File: src/rtl/wb_queue.sv
// Writeback queue for the register-file write port.
// Two producers (A has priority over B) feed a circular buffer. The buffer
// drains one entry per cycle onto wa/wd/wpc and offers a bypass lookup so
// readers can see queued values before they reach the register file.
module wb_queue #(
    parameter int DEPTH = 4,
    parameter int AW    = 6,
    parameter int DW    = 32
) (
    input  logic                       clk,
    input  logic                       rst,
    input  logic                       a_valid,
    input  logic [AW-1:0]              a_addr,
    input  logic [DW-1:0]              a_data,
    input  logic [DW-1:0]              a_pc,
    output logic                       a_ready,
    input  logic                       b_valid,
    input  logic [AW-1:0]              b_addr,
    input  logic [DW-1:0]              b_data,
    input  logic [DW-1:0]              b_pc,
    output logic                       b_ready,
    output logic [AW-1:0]              wa,
    output logic [DW-1:0]              wd,
    output logic [DW-1:0]              wpc,
    input  logic [AW-1:0]              q_addr,
    output logic                       q_hit,
    output logic [DW-1:0]              q_data,
    output logic [$clog2(DEPTH):0]     count
);

    localparam int PW = $clog2(DEPTH);
    localparam int CW = PW + 1;

    logic [AW-1:0] addr_r [DEPTH];
    logic [DW-1:0] data_r [DEPTH];
    logic [DW-1:0] pc_r   [DEPTH];
    logic [PW-1:0] head_r;
    logic [PW-1:0] tail_r;
    logic [CW-1:0] count_r;

    logic          pop_s;
    logic [CW:0]   free_s;
    logic          a_en_s;
    logic          b_en_s;
    logic [PW-1:0] b_slot_s;
    logic          unused_s;

    // Only bits [4:0] select an architectural register; upper bits are ignored.
    assign unused_s = ^q_addr[AW-1:5];

    assign count = count_r;

    // Pop credit, free-slot accounting, ready handshakes and enqueue slots.
    always_comb begin
        pop_s    = (count_r != {CW{1'b0}});
        free_s   = (CW+1)'(DEPTH) - {1'b0, count_r} + {{CW{1'b0}}, pop_s};
        a_ready  = a_valid && (free_s >= (CW+1)'(1));
        if (a_valid) begin
            b_ready = b_valid && (free_s >= (CW+1)'(2));
        end else begin
            b_ready = b_valid && (free_s >= (CW+1)'(1));
        end
        // Writes to $0 are accepted but never stored.
        a_en_s   = a_ready && (a_addr[4:0] != 5'd0);
        b_en_s   = b_ready && (b_addr[4:0] != 5'd0);
        if (a_en_s) begin
            b_slot_s = tail_r + PW'(1);
        end else begin
            b_slot_s = tail_r;
        end
    end

    // Head entry drives the register-file write port; zeros when empty.
    always_comb begin
        if (pop_s) begin
            wa  = addr_r[head_r];
            wd  = data_r[head_r];
            wpc = pc_r[head_r];
        end else begin
            wa  = {AW{1'b0}};
            wd  = {DW{1'b0}};
            wpc = {DW{1'b0}};
        end
    end

    // Bypass lookup: scan oldest to youngest so the youngest match wins.
    always_comb begin
        q_hit  = 1'b0;
        q_data = {DW{1'b0}};
        for (int i = 0; i < DEPTH; i++) begin
            if ((CW'(i) < count_r) && (q_addr[4:0] != 5'd0) &&
                (addr_r[head_r + PW'(i)][4:0] == q_addr[4:0])) begin
                q_hit  = 1'b1;
                q_data = data_r[head_r + PW'(i)];
            end else begin
                q_hit  = q_hit;
                q_data = q_data;
            end
        end
    end

    // Queue storage, pointers and occupancy; one pop per cycle when non-empty.
    always_ff @(posedge clk or negedge rst) begin
        if (!rst) begin
            head_r  <= {PW{1'b0}};
            tail_r  <= {PW{1'b0}};
            count_r <= {CW{1'b0}};
            for (int i = 0; i < DEPTH; i++) begin
                addr_r[i] <= {AW{1'b0}};
                data_r[i] <= {DW{1'b0}};
                pc_r[i]   <= {DW{1'b0}};
            end
        end else begin
            if (a_en_s) begin
                addr_r[tail_r] <= a_addr;
                data_r[tail_r] <= a_data;
                pc_r[tail_r]   <= a_pc;
            end
            if (b_en_s) begin
                addr_r[b_slot_s] <= b_addr;
                data_r[b_slot_s] <= b_data;
                pc_r[b_slot_s]   <= b_pc;
            end
            head_r  <= head_r + PW'(pop_s);
            tail_r  <= tail_r + PW'(a_en_s) + PW'(b_en_s);
            count_r <= count_r - CW'(pop_s) + CW'(a_en_s) + CW'(b_en_s);
        end
    end

endmodule

File: config.mk
export PLATFORM = sky130hd
export DESIGN_NAME = wb_queue
export DESIGN_NICKNAME = d
export VERILOG_FILES = /design/src/rtl/wb_queue.sv
export SDC_FILE = /design/constraint.sdc
export NUM_CORES = 1
export LEC_CHECK = 0
export CORE_UTILIZATION = 25
export CTS_BUF_LIST = sky130_fd_sc_hd__clkbuf_2 sky130_fd_sc_hd__clkbuf_4 sky130_fd_sc_hd__clkbuf_8
export DETAILED_ROUTE_END_ITERATION = 10
export GPL_TIMING_DRIVEN = 0
export PLACE_DENSITY_LB_ADDON = 0.12
export SLEW_MARGIN = 25
export SYNTH_ARGS = -nofsm -noshare
export SYNTH_HDL_FRONTEND = slang
export SYNTH_SLANG_ARGS = --single-unit
File: constraint.sdc
create_clock -name clk -period 4.8 [get_ports clk]
set_clock_uncertainty 0.15 [all_clocks]
set_input_delay 0.48 -clock clk [delete_from_list [all_inputs] [get_ports clk]]
set_output_delay 0.48 -clock clk [all_outputs]
set_load 0.02 [all_outputs]
==> After elaboration in Yosys (flattened, before gate mapping) <==
Cells that the tools add are included.
{ "op_classes": {"bitwise": 6, "addsub": 12, "order_cmp": 14, "n_mux": 60, "n_reduce_logical": 19, "n_eq_ne": 4} }
{ "ops": {"columns": ["operator", "count"], "rows": [
  ["32-bit two-way mux", 18],
  ["128-bit bitwise mux", 4],
  ["128-bit two-way mux", 4],
  ["32-bit binary-select mux with 2-bit select", 5],
  ["32-bit demux with 2-bit select", 2],
  ["6-bit binary-select mux with 2-bit select", 4],
  ["24-bit bitwise mux", 2],
  ["24-bit two-way mux", 2],
  ["5-bit two-way mux", 6],
  ["6-bit two-way mux", 5],
  ["6-bit demux with 2-bit select", 2],
  ["5-bit == test", 4],
  ["3-bit >= comparator, second input constant", 6],
  ["2-bit NOT with 3-bit output", 6],
  ["1-bit logical AND", 15],
  ["5-bit nonzero test", 3],
  ["2-bit by 1-bit adder with 2-bit output", 3],
  ["3-bit by 1-bit adder with 3-bit output", 2],
  ["1-bit by 3-bit < comparator with 1-bit output, first input constant", 2],
  ["2-bit by 3-bit < comparator with 1-bit output, first input constant", 2],
  ["3-bit by 1-bit < comparator with 1-bit output, second input constant", 2],
  ["1-bit two-way mux", 5],
  ["2-bit by 1-bit adder with 2-bit output, second input constant", 2],
  ["2-bit adder, second input constant", 2],
  ["7 further kinds", 7]
]} }
{ "word_totals": {"output_inout_bits": 108, "in_bits": 150, "ff_bits": 287} }

==> Depth between registers and ports, before layout <==
{ "depth": {"depth_word": 13, "ltp_mapped": 19} }

==> Worst setup path before layout <==
OpenSTA, ideal clock, no wires.
{ "synth_path": {"path_type": "register to register", "from": "reg count_r[1] (netlist: count[1])", "to": "reg count_r[1] (netlist: count[1])", "t_arrival_ns": 3.999, "path_stages_with_launch": 19, "path_slack_ns": 0.516, "n_path_buf": 3, "t_required_ns": 4.515, "path_cell_list": "dfrtp_1 > inv_1 > nand3_1 > inv_1 > clkbuf_1 > clkbuf_1 > ha_1 > inv_1 > ha_1 > and4b_1 > o21bai_1 > o21a_1 > o21a_1 > buf_4 > inv_2 > ha_1 > fa_1 > inv_1 > fa_1"} }
{ "synth_via": {"elab_chain_cells": 7} }
{ "synth_lines": {"columns": ["item", "line_no", "source"], "rows": [
  ["from (decl)", "39", "logic [CW-1:0] count_r;"],
  ["from (signal assigned)", "107", "count_r <= {CW{1'b0}};"],
  ["from (signal assigned)", "126", "count_r <= count_r - CW'(pop_s) + CW'(a_en_s) + CW'(b_en_s);"],
  ["3-bit by 3-bit subtractor with 4-bit output / 3-bit nonzero test (equally long branches)", "56, 55", null],
  ["4-bit by 1-bit adder with 4-bit output (*)", "56", "free_s = (CW+1)'(DEPTH) - {1'b0, count_r} + {{CW{1'b0}}, pop_s};"],
  ["4-bit by 1-bit >= comparator with 1-bit output (*)", "57", "a_ready = a_valid && (free_s >= (CW+1)'(1));"],
  ["1-bit logical AND (*)", "57", null],
  ["net a_ready", "16", "output logic a_ready,"],
  ["1-bit logical AND (*)", "64", "a_en_s = a_ready && (a_addr[4:0] != 5'd0);"],
  ["3-bit by 1-bit adder with 3-bit output (*) (2 in a row)", "126", null]
]} }
The timed path passes the listed nets; every way through them passes the cells marked *.

==> Worst setup path in the final report <==
{ "layout_path": {"from": "reg head_r[1]", "to": "out q_hit"} }
{ "layout_via": {"elab_chain_cells": 10} }
{ "layout_lines": {"columns": ["item", "line_no", "source"], "rows": [
  ["from (decl)", "37", "logic [PW-1:0] head_r;"],
  ["from (signal assigned)", "105", "head_r <= {PW{1'b0}};"],
  ["from (signal assigned)", "124", "head_r <= head_r + PW'(pop_s);"],
  ["2-bit by 1-bit adder with 2-bit output / 2-bit NOT with 3-bit output (equally long branches)", "92", "(addr_r[head_r + PW'(i)][4:0] == q_addr[4:0])) begin"],
  ["2-bit NOT with 3-bit output (not written as such) / 6-bit binary-select mux with 2-bit select (equally long branches)", "92", null],
  ["6-bit binary-select mux with 2-bit select / 6-bit two-way mux (equally long branches)", "92", null],
  ["5-bit two-way mux (not written as such) / 6-bit two-way mux (equally long branches)", "92", null],
  ["5-bit two-way mux (not written as such) / 5-bit == test (equally long branches)", "92", null],
  ["5-bit == test / 1-bit logical AND (equally long branches)", "92, 91", null],
  ["1-bit logical AND / 1-bit two-way mux (equally long branches)", "91", "if ((CW'(i) < count_r) && (q_addr[4:0] != 5'd0) &&"],
  ["1-bit two-way mux (2 in a row)", "91", null],
  ["1-bit two-way mux (*)", "91", null],
  ["to (decl)", "26", "output logic q_hit,"]
]} }
Mark *: on every way between the ends. The rest lies on a longest branch, timed or not. The select of a mux whose other input is x is not followed.

==> out/results.tsv <==
metric	value	unit
slowest_delay	0.66	ns
critical_path.top_delay_family	buffers and inverters	
syn_area	20100	um^2
reg2reg_slack	0.28	ns
timing.final.crit_period	4.61	ns
nets	2150	
rr_worst_depth	19	
wl	79300	um
numClockSinks	287	
gp_congestion	0.844	
combPwrFrac	65.3	%
worst_pin_slew	0.920	ns
cts_made_buffers	60	
intPower	12.4	mW
worstPathRequired	4.17	ns
tritoncts	yes	
die_x	285	um
root_buffer	clkbuf_8	
critPathKind	flip-flop to primary output	
async_reset_ff_share	100	%
h-tree-depth	2	
syn_to_final_growth	27.6	%
yosys_warnings	0	
cp_cell_sequence	buf_6 > mux4_2 > a211o_1 > a32oi_2 > o2111ai_2 > buf_6 > clkbuf_2 > nand3_1 > clkdlybuf4s50_1	
rr_startpoint	count[2]	
grt_antenna_before_repair	16	
switchingPower	9.34	mW
grt_max_degree	85	
avgSynthCellArea	12.0	um^2
status	finished clean	
start_util	25.3	%
cp_max_fo	10	
drt_iter0_markers	920	
crit_slowest_cell	clkdlybuf4s50_1	
nFillCells	7982	
dp_hpwl	56400	um
clk_pin_slew_worst_paths	0.06	ns
ys_types	54	
grt_pass1_vias	16600	
final_cell_mix	mux2_2, dfrtp_1, clkdlybuf4s50_1	
synth-edff-count	0	
gr-total-overflow	0	
postRouteAntennaNets	0	
place_area	24000	um^2
drv_slew	0	
worstReg2RegEnd	pc_r[98]	
cap_violations	0	
dp_cells	2971	
finalSetupViolCount	0	
p_leak	10.6	nW
dr_total_vias	15500	
ctsLongestPathBuffers	3	
start_kind	flip-flop	
power_density	848	nW/um^2
fp.dieH	285	um
swShare	43.0	%
drc	0	
max_freq	217	MHz
synth_cells	1667	
rows	103	
clkLatencyLatePin	0.70	ns
post-route-period-util	96.0	%
first_pass_iters	5	
ys_dominant_reg_cell	dfrtp_1	
final_cells	3086	
multiInputGateArea	12200	um^2
drive_gt1_share	45.4	%
seq_area_frac_synth	35.8	%
hold_path.class	primary input to async pin	
dieArea	81500	um^2
portBuffers	251	
p_total	21.7	mW
pin_count	258	
hold_viol	0	
maxSlewHeadroom	38.3	%
p_clk_share	13.5	%
ir_drop	0.326	mV
ff_latch_area	7180	um^2
arrival	3.98	ns
post_drt_wl_per_cell	25.7	um
grt.total_usage	19.3	%
p_seq_share	21.2	%
crit_buf_inv	4	
mostFrequentLayoutCell	mux2_2	
core_area	79300	um^2
grt_pass1_wl	116000	um
post-route-cell-area	25600	um^2
vias_per_cell	5.03	
critPathCaptureType	primary output	
cpMostUsedCell	buf_6	
ys_seq_elements	287	
syn_nets	1831	
[registers in the layout, summed over array words and instances, names as in the netlist]
signal / flops
count: 3
head_r: 2
data_r: 128
addr_r: 24
tail_r: 2
pc_r: 128
[cells by family (layout without fill, tap and decap cells)]
group                      count (synthesis)  count (layout)  synth area share, %
muxes                                    805             805                 46.1
DFF                                      287             287                 35.8
AOI/OAI and AO/OA                        186             186                 7.17
and+or+nand+nor                          180             180                 4.59
buffers and inverters                    170             536                 4.26
xor gates and xnor gates                  25              25                 1.09
adders and majority gates                 14              14                0.985
other                                      0               3                    0
[power groups by stage]
stage	Combinational, mW	Clock (mW)	Sequential [mW]
after global routing	15.2	3.18	4.76
after detailed placement	14.1	0	4.63
after floorplan	9.33	0	4.29
after global placement	13.9	0	4.59
final	14.2	2.94	4.60
after CTS	14.2	3.07	4.59
[Yosys cell counts, types with 2 or more instances]
master / instances / area share (%)
buf_1: 22 / 0.41
o2bb2ai_1: 10 / 0.44
nor3_1: 5 / 0.12
mux2_2: 584 / 33
o221a_2: 7 / 0.39
fa_1: 3 / 0.30
a21oi_4: 2 / 0.16
mux2_1: 12 / 0.67
a21oi_1: 21 / 0.52
buf_2: 50 / 1.2
o22ai_1: 19 / 0.59
o21ai_0: 23 / 0.57
mux2i_1: 172 / 8.6
mux4_2: 37 / 4.2
inv_1: 23 / 0.43
or3_1: 3 / 0.093
o221ai_1: 20 / 0.87
o211ai_1: 20 / 0.75
o221a_1: 16 / 0.90
xor2_1: 7 / 0.31
dfrtp_1: 287 / 36
buf_6: 20 / 1.1
xnor2_1: 18 / 0.79
a21o_1: 3 / 0.11
inv_2: 2 / 0.037
ha_1: 11 / 0.69
nand3_1: 31 / 0.77
or4_1: 2 / 0.075
and3_1: 4 / 0.12
o21a_1: 4 / 0.15
clkbuf_1: 52 / 0.97
a211oi_1: 30 / 1.1
and2_1: 23 / 0.72
nor2b_1: 34 / 1.1
nand2_1: 35 / 0.65
nor2_1: 36 / 0.67
nor4_1: 2 / 0.062
[per-stage QoR]
stage / hold slack [ns] / TNS, ns / setup slack [ns] / utilization (%)
5_1_grt: 0.256 / -0.000229 / -0.000229 / 32.3
3_3_place_gp: 0.336 / -3444.91 / -10.74 / 30.2
2_1_floorplan: 0.0344 / 0 / 0.516 / -
6_report: 0.226 / 0 / 0.192 / 32.3
3_5_place_dp: 0.344 / -411.18 / -1.57 / 30.3
4_1_cts: 0.199 / -0.555 / -0.272 / 32.3
[cell type report]
cell class / count / area share (%)
multi-input cells: 1210 / 47.7
flip-flops and latches: 287 / 28.0
repair buffers: 260 / 10.0
well taps: 1050 / 5.13
clock buffers: 103 / 5.02
plain buffers: 142 / 3.42
inverters: 25 / 0.366
clock inverters: 6 / 0.303
diodes: 3 / 0.0293
[per-layer routing]
| layer | wire [um] | global-route usage, % | vias up |
|---|---|---|---|
| met2 | 38900 | 32.6 | 505 |
| met4 | 1780 | 5.94 | 24 |
| met5 | 162 | 0 | - |
| met1 | 33300 | 24.0 | 7938 |
| met3 | 5110 | 4.61 | 129 |
| li1 | - | - | 6942 |
[worst max path at each step]
stage	from	to	slack, ns	cells after the start
after floorplan	count[1]	count[1]	0.52	18
after global routing	head_r[1]	q_data[6]	-0.0002	13
after CTS	head_r[0]	q_data[31]	-0.27	9
final	head_r[1]	q_hit	0.19	9
after detailed placement	count[2]	data_r[50]	-1.57	16
after global placement	rst	pc_r[88]	-10.74	1
[timing repair]
action,CTS,global route
buffers inserted,4,1
pin swaps,2,1
gates resized for setup,126,63
hold buffers,1,0
hold endpoints to repair,67,0
setup endpoints to repair,381,136
No activity file was read; power rests on OpenSTA's default activity.
